`config.mk`:
```
export PLATFORM = sky130hd
export DESIGN_NAME = gen_scheduler_flat
export DESIGN_NICKNAME = d
export VERILOG_FILES = /design/src/rtl/gen_scheduler_if.sv /design/src/rtl/gen_scheduler.sv /design/src/flat_wrapper.sv
export SDC_FILE = /design/constraint.sdc
export NUM_CORES = 1
export LEC_CHECK = 0
export CAP_MARGIN = 20
export CORE_AREA = 2 2 123 125
export DETAILED_ROUTE_END_ITERATION = 12
export DIE_AREA = 0 0 125 127
export GPL_ROUTABILITY_DRIVEN = 0
export PLACE_DENSITY = 0.46
export SYNTH_ARGS = -nofsm -noshare
export SYNTH_HDL_FRONTEND = slang
export SYNTH_SLANG_ARGS = --single-unit
```
`constraint.sdc`:
```
create_clock -name clk -period 7.15 [get_ports clk]
set_clock_uncertainty 0.1 [all_clocks]
set_input_delay 1.43 -clock clk [delete_from_list [all_inputs] [get_ports clk]]
set_output_delay 1.43 -clock clk [all_outputs]
set_load 0.05 [all_outputs]
```
`src/rtl/gen_scheduler_if.sv`:
```
`default_nettype none
// ============================================================================
// Module      : gen_scheduler_if
// Description : Signal bundle between the front-panel buttons, the generation
//               scheduler and the life datapath it commands.
//   run_btn    : debounced level, rising edge toggles run/pause
//   step_btn   : debounced level, rising edge requests one generation (paused)
//   stamp_btn  : debounced level, rising edge requests one pattern stamp
//   faster_btn : debounced level, rising edge raises speed one level
//   slower_btn : debounced level, rising edge lowers speed one level
//   draw       : active-low one-cycle stamp command
//   freeze     : active-low one-cycle evolve command
//   running    : high while in RUN
//   speed      : current speed level, 0 slowest .. 7 fastest
//   generation : evolve pulses issued since reset (wrapping)
// Revision    : 1.0 - initial release
// ============================================================================
interface gen_scheduler_if #(
  parameter int GEN_W = 16
);
  logic             run_btn;
  logic             step_btn;
  logic             stamp_btn;
  logic             faster_btn;
  logic             slower_btn;
  logic             draw;
  logic             freeze;
  logic             running;
  logic [2:0]       speed;
  logic [GEN_W-1:0] generation;

  // Button/datapath side
  modport master (
    output run_btn, step_btn, stamp_btn, faster_btn, slower_btn,
    input  draw, freeze, running, speed, generation
  );

  // Scheduler side
  modport slave (
    input  run_btn, step_btn, stamp_btn, faster_btn, slower_btn,
    output draw, freeze, running, speed, generation
  );
endinterface
`default_nettype wire

```
`src/rtl/gen_scheduler.sv`:
```
`default_nettype none
// ============================================================================
// Module      : gen_scheduler
// Description : Generation scheduler for a cellular-automaton datapath.
//               Turns five asynchronous button levels into run/pause control,
//               a speed-scaled tick timer and one-cycle draw/freeze commands.
//   clk  : single clock, all state changes on its rising edge
//   rst  : asynchronous, active-low reset
//   bus  : gen_scheduler_if.slave (buttons in, commands/status out)
//   BASE_DIV : clock cycles per speed unit (1 .. 2^24-1)
//   GEN_W    : generation counter width (must match the interface GEN_W)
// Revision    : 1.0 - initial release
// ============================================================================
module gen_scheduler #(
  parameter int BASE_DIV = 1000000,
  parameter int GEN_W    = 16
) (
  input  logic           clk,
  input  logic           rst,
  gen_scheduler_if.slave bus
);

  // 27 bits holds BASE_DIV*8 for the largest legal BASE_DIV without loss.
  localparam int                 c_TMR_W = 27;
  localparam logic [c_TMR_W-1:0] c_BASE  = c_TMR_W'(BASE_DIV);

  // Button bit positions in the synchronizer vectors
  localparam int c_B_RUN    = 0;
  localparam int c_B_STEP   = 1;
  localparam int c_B_STAMP  = 2;
  localparam int c_B_FASTER = 3;
  localparam int c_B_SLOWER = 4;

  typedef enum logic {
    PAUSE = 1'b0,
    RUN   = 1'b1
  } ctrl_t;

  typedef enum logic [1:0] {
    IDLE   = 2'd0,
    EVOLVE = 2'd1,
    STAMP  = 2'd2
  } cmd_t;

  // --------------------------------------------------------------------------
  // Button synchronizers and rising-edge detectors
  // --------------------------------------------------------------------------
  logic [4:0] w_btn;
  logic [4:0] sync1_q;
  logic [4:0] sync2_q;
  logic [4:0] prev_q;
  logic [2:0] warm_q;
  logic [4:0] w_ev;

  assign w_btn = {bus.slower_btn, bus.faster_btn, bus.stamp_btn,
                  bus.step_btn, bus.run_btn};

  always_ff @(posedge clk or negedge rst) begin
    if (!rst) begin
      sync1_q <= '0;
      sync2_q <= '0;
      prev_q  <= '0;
      warm_q  <= '0;
    end else begin
      sync1_q <= w_btn;
      sync2_q <= sync1_q;
      prev_q  <= sync2_q;
      warm_q  <= {warm_q[1:0], 1'b1};
    end
  end

  // The pipeline flops come out of reset as 0, which would make a button held
  // through reset release look like a fresh edge. warm_q[2] only rises once
  // prev_q holds a genuine sample of the pin, so that false edge is masked.
  assign w_ev = sync2_q & ~prev_q & {5{warm_q[2]}};

  logic w_ev_run;
  logic w_ev_step;
  logic w_ev_stamp;
  logic w_ev_faster;
  logic w_ev_slower;

  assign w_ev_run    = w_ev[c_B_RUN];
  assign w_ev_step   = w_ev[c_B_STEP];
  assign w_ev_stamp  = w_ev[c_B_STAMP];
  assign w_ev_faster = w_ev[c_B_FASTER];
  assign w_ev_slower = w_ev[c_B_SLOWER];

  // --------------------------------------------------------------------------
  // State registers
  // --------------------------------------------------------------------------
  ctrl_t              ctrl_q,  ctrl_d;
  cmd_t               cmd_q,   cmd_d;
  logic [2:0]         speed_q, speed_d;
  logic [c_TMR_W-1:0] tmr_q,   tmr_d;
  logic               tick_q,  tick_d;
  logic               step_q,  step_d;
  logic               stamp_q, stamp_d;
  logic [GEN_W-1:0]   gen_q,   gen_d;

  always_ff @(posedge clk or negedge rst) begin
    if (!rst) begin
      ctrl_q  <= PAUSE;
      cmd_q   <= IDLE;
      speed_q <= 3'd3;
      tmr_q   <= '0;
      tick_q  <= 1'b0;
      step_q  <= 1'b0;
      stamp_q <= 1'b0;
      gen_q   <= '0;
    end else begin
      ctrl_q  <= ctrl_d;
      cmd_q   <= cmd_d;
      speed_q <= speed_d;
      tmr_q   <= tmr_d;
      tick_q  <= tick_d;
      step_q  <= step_d;
      stamp_q <= stamp_d;
      gen_q   <= gen_d;
    end
  end

  // --------------------------------------------------------------------------
  // Control FSM, speed and tick timer
  // --------------------------------------------------------------------------
  logic [3:0]         w_mult;
  logic [c_TMR_W-1:0] w_period;
  logic [c_TMR_W-1:0] w_last;
  logic               w_spd_up;
  logic               w_spd_dn;
  logic               w_tmr_clr;
  logic               w_tick;

  assign w_mult   = 4'd8 - {1'b0, speed_q};
  assign w_period = c_BASE * c_TMR_W'(w_mult);
  assign w_last   = w_period - c_TMR_W'(1);

  // Simultaneous faster and slower cancel each other entirely.
  assign w_spd_up = w_ev_faster & ~w_ev_slower;
  assign w_spd_dn = w_ev_slower & ~w_ev_faster;

  always_comb begin
    ctrl_d    = ctrl_q;
    speed_d   = speed_q;
    tmr_d     = tmr_q;
    w_tmr_clr = w_ev_run | w_spd_up | w_spd_dn;
    w_tick    = 1'b0;

    if (w_ev_run) begin
      ctrl_d = (ctrl_q == PAUSE) ? RUN : PAUSE;
    end

    if (w_spd_up && speed_q != 3'd7) begin
      speed_d = speed_q + 3'd1;
    end else if (w_spd_dn && speed_q != 3'd0) begin
      speed_d = speed_q - 3'd1;
    end

    // A clear (even from a saturated speed press) restarts the period and
    // suppresses any tick that would have landed in the same cycle.
    if (w_tmr_clr) begin
      tmr_d = '0;
    end else if (ctrl_q == RUN) begin
      if (tmr_q == w_last) begin
        w_tick = 1'b1;
        tmr_d  = '0;
      end else begin
        tmr_d = tmr_q + c_TMR_W'(1);
      end
    end
  end

  // --------------------------------------------------------------------------
  // Command FSM, pending flags and generation counter
  // --------------------------------------------------------------------------
  logic w_take_stamp;
  logic w_take_evolve;

  always_comb begin
    cmd_d         = IDLE;
    w_take_stamp  = 1'b0;
    w_take_evolve = 1'b0;

    case (cmd_q)
      IDLE: begin
        if (stamp_q) begin
          cmd_d        = STAMP;
          w_take_stamp = 1'b1;
        end else if (tick_q || step_q) begin
          cmd_d         = EVOLVE;
          w_take_evolve = 1'b1;
        end
      end
      // Both commands are single-cycle and always fall back to IDLE, which
      // guarantees an IDLE cycle between consecutive pulses.
      EVOLVE:  cmd_d = IDLE;
      STAMP:   cmd_d = IDLE;
      default: cmd_d = IDLE;
    endcase
  end

  always_comb begin
    stamp_d = (stamp_q & ~w_take_stamp) | w_ev_stamp;

    // A tick is always latched first and issued from IDLE, so one arriving
    // during a pulse or behind a stamp waits instead of being lost.
    if (w_ev_run && ctrl_q == RUN) begin
      tick_d = 1'b0;
    end else begin
      tick_d = (tick_q & ~w_take_evolve) | w_tick;
    end

    if (w_ev_run && ctrl_q == PAUSE) begin
      step_d = 1'b0;
    end else begin
      step_d = (step_q & ~w_take_evolve) | (w_ev_step & (ctrl_q == PAUSE));
    end

    gen_d = w_take_evolve ? gen_q + GEN_W'(1) : gen_q;
  end

  // Outputs decode straight from the registered command state so the
  // asynchronous reset ends a pulse immediately.
  always_comb begin
    bus.draw       = 1'b1;
    bus.freeze     = 1'b1;
    if (cmd_q == STAMP)  bus.draw   = 1'b0;
    if (cmd_q == EVOLVE) bus.freeze = 1'b0;
    bus.running    = (ctrl_q == RUN);
    bus.speed      = speed_q;
    bus.generation = gen_q;
  end

endmodule
`default_nettype wire

```
`src/flat_wrapper.sv`:
```
// flat-port wrapper written by rule: the top's interface ports become plain ports
module gen_scheduler_flat 
#(
  parameter int BASE_DIV = 1000000,
  parameter int GEN_W    = 16
)
  (clk, rst, bus_run_btn, bus_step_btn, bus_stamp_btn, bus_faster_btn, bus_slower_btn, bus_draw, bus_freeze, bus_running, bus_speed, bus_generation);
  gen_scheduler_if #(.GEN_W(GEN_W)) bus_i ();
  input  logic clk;
  input  logic rst;
  input wire logic [$bits(bus_i.run_btn)-1:0] bus_run_btn;
  input wire logic [$bits(bus_i.step_btn)-1:0] bus_step_btn;
  input wire logic [$bits(bus_i.stamp_btn)-1:0] bus_stamp_btn;
  input wire logic [$bits(bus_i.faster_btn)-1:0] bus_faster_btn;
  input wire logic [$bits(bus_i.slower_btn)-1:0] bus_slower_btn;
  output wire logic [$bits(bus_i.draw)-1:0] bus_draw;
  output wire logic [$bits(bus_i.freeze)-1:0] bus_freeze;
  output wire logic [$bits(bus_i.running)-1:0] bus_running;
  output wire logic [$bits(bus_i.speed)-1:0] bus_speed;
  output wire logic [$bits(bus_i.generation)-1:0] bus_generation;
  assign bus_i.run_btn = bus_run_btn;
  assign bus_i.step_btn = bus_step_btn;
  assign bus_i.stamp_btn = bus_stamp_btn;
  assign bus_i.faster_btn = bus_faster_btn;
  assign bus_i.slower_btn = bus_slower_btn;
  assign bus_draw = bus_i.draw;
  assign bus_freeze = bus_i.freeze;
  assign bus_running = bus_i.running;
  assign bus_speed = bus_i.speed;
  assign bus_generation = bus_i.generation;
  gen_scheduler #(.BASE_DIV(BASE_DIV), .GEN_W(GEN_W)) u_core (.clk(clk), .rst(rst), .bus(bus_i));
endmodule
```
==> reports/results.tsv <==
metric	value	unit
status	complete, no violations	
viasPerCell	5.020	
port_buffers	28	
drc	0	
cts_num_sinks	70	
fp.dieArea	0.01588	mm^2
first_global_vias	3310	
ys_seq_area_share	41.10	%
grt_pass1_wl	16640	um
grt_use_total	12.86	%
fin_nets	497	
yosys-mux-area-fraction	0.9968	%
synth_nets	470	
synth_area	0.004268	mm^2
yosysWarningCount	0	
drtIter0Drc	200	
syn2layout_area_growth	17.97	%
setup_tns	0	ns
htreeDepth	3	
grt-ovfl-total	0	
crit_path_start_kind	register	
post_cts_buffers	0	
die_x	125	um
cts_tree	built	
die_h	127	um
coreArea	0.01442	mm^2
clk_path_buf_depth	2	
synth_ff_type	dfrtp_1	
synth_adder_area_share	8.091	%
drv_slew	0	
synth_top_family_by_area	simple AND/OR/NAND/NOR gates	
synth-xor-area-share	8.033	%
cts_root_buffer	clkbuf_16	
hold_class	register to register	
diodes	0	
syn_area_per_cell	9.722	um^2
hold_buffers	0	
setup_viol	0	
antenna_found_initial	0	
synth_cell_types	69	
yosys.area.top_type	dfrtp_1	
clk_latency	0.34	ns
crit_path_max_fanout	17	
crit_path_end_kind	register	
layout_common_cells	dfrtp_1 (68), nand2_1 (42), nand3_1 (38)	
ys_seq_elements	70	
drt-pass1-iter-count	4	
wirelength	9759	um
hold_viol	0	
period_share	83.41	%
layout_commonest_cell	dfrtp_1	
synth.area.top_cells	dfrtp_1 (40%), ha_1 (5.3%), xnor2_1 (4.7%)	
drt-wirelength-per-cell	14.90	um
r2r_slack	1.19	ns
rows	44	
clk_pin_slew	0.06	ns
initial_core_util	29.59	%
cts_inserted_buffers	9	
vias	3288	
relSlewSlack	35.87	%
synth_compound_area_share	13.72	%
tightest_slew	0.9609	ns
synth_top_area_share	39.87	%
grt_max_degree	71	
synth-simple-area-share	23.92	%
cp.required	7.30	ns
cp_data_arrival_time	6.11	ns
fill_cells	1468	
rsz0062_at_grt	no	
fmax	167.7	MHz
cts_resized	0	
drv_cap	0	
crit_type	register to register	
ios	29	
post-route-min-period	5.964	ns
dp_hpwl	7028	um
drive_above_1_share	10.40	%
async_reset_ff_share	100.0	%
synth_edf_count	0	
synthCells	439	
detail-route-antenna-nets	0	
[registers in the layout, summed over array words and instances (netlist names), 2 cells and up]
name / count
u_core.cmd_q: 2
u_core.bus.speed: 3
u_core.tmr_q: 27
u_core.warm_q: 3
u_core.sync2_q: 5
u_core.sync1_q: 5
u_core.prev_q: 5
u_core.bus.generation: 16
[per-stage QoR]
stage	instances	utilization [%]	hold slack, ns	setup slack, ns	area [um^2]
2_1_floorplan	439	-	0.2312	1.730	4268
3_3_place_gp	638	32.59	0.2322	1.240	4701
3_5_place_dp	638	32.59	0.2347	1.018	4701
4_1_cts	654	34.83	0.2476	0.9911	5024
5_1_grt	655	34.91	0.2648	0.7732	5035
6_report	655	34.91	0.2467	1.186	5035
[critical path, stage by stage (launching register included)]
cell and delay (ns):
dfstp_2 0.80, inv_1 0.16, ha_1 0.35, ha_1 0.70, fa_1 0.54, fa_1 0.48, ha_1 0.27, a211oi_2 0.36
o41ai_1 0.15, or2_1 0.28, nor4_2 0.38, mux2i_1 0.23, a21oi_2 0.56, buf_6 0.24, a21oi_1 0.07, o21ai_0 0.19
[routing by layer]
metal | GRT usage, % | routed length (um) | vias up | part of all wire (%)
li1 | - | - | 1630 | -
met1 | 17.27 | 4762 | 1585 | 49
met2 | 20.11 | 4455 | 59 | 46
met3 | 2.345 | 306 | 14 | 3.1
met4 | 6.275 | 235 | 0 | 2.4
met5 | 0 | 0 | - | 0
[Yosys cell counts, types with 3 or more instances]
| cell | number |
|---|---|
| dfrtp_1 | 68 |
| o311ai_1 | 6 |
| o21ai_0 | 11 |
| clkbuf_1 | 8 |
| nor3_1 | 8 |
| nand4_1 | 12 |
| nor3b_1 | 5 |
| xor2_1 | 11 |
| o31ai_1 | 3 |
| a21oi_1 | 12 |
| a211oi_1 | 3 |
| inv_1 | 20 |
| nand3b_1 | 4 |
| fa_1 | 6 |
| ha_1 | 18 |
| nor2_1 | 28 |
| nand3_1 | 38 |
| and3_1 | 6 |
| a32o_1 | 3 |
| or3_1 | 12 |
| buf_6 | 4 |
| xnor2_1 | 23 |
| or2_2 | 7 |
| a22oi_1 | 3 |
| nor4b_1 | 3 |
| a21o_1 | 5 |
| nand2_1 | 42 |
| o211ai_1 | 6 |
| o22ai_1 | 4 |
| nand2b_1 | 4 |
[worst paths after layout]
check                                                 from                                    end  cells past startpoint
hold / removal                 u_core.sync1_q[0]$_DFF_PN0_            u_core.sync2_q[0]$_DFF_PN0_                      0
setup reg to reg           u_core.bus.speed[0]$_DFFE_PN1P_           u_core.tmr_q[13]$_DFFE_PN0P_                     15
min in group asynchronous                              rst           u_core.tmr_q[26]$_DFFE_PN0P_                      2
max in group asynchronous                              rst  u_core.bus.generation[11]$_DFFE_PN0P_                      2
setup / recovery           u_core.bus.speed[0]$_DFFE_PN1P_           u_core.tmr_q[13]$_DFFE_PN0P_                     15
hold reg to reg                u_core.sync1_q[0]$_DFF_PN0_            u_core.sync2_q[0]$_DFF_PN0_                      0
[kinds of logic (layout without fill, tap and decap cells)]
| logic type | after synthesis | after routing |
|---|---|---|
| AOI/OAI and AO/OA | 78 | 78 |
| xor gates and xnor gates | 36 | 36 |
| adders and majority gates | 24 | 24 |
| buffers and inverters | 36 | 68 |
| DFF | 70 | 70 |
| muxes | 4 | 4 |
| other | 2 | 2 |
| and+or+nand+nor | 189 | 189 |
[cell type report]
| cell class | instances | area (um^2) | share of cell area, % |
|---|---|---|---|
| Clock buffer | 10 | 229.0 | 4.548 |
| Clock inverter | 6 | 93.84 | 1.864 |
| Inverter | 21 | 78.83 | 1.566 |
| Multi-Input combinational cell | 333 | 2347 | 46.62 |
| Sequential cell | 70 | 1754 | 34.84 |
| Tap cell | 184 | 230.2 | 4.573 |
| Timing Repair Buffer | 31 | 301.5 | 5.989 |
Power is not shown: default switching activity piles up to over one toggle a cycle in this logic, so the estimate is an artifact.
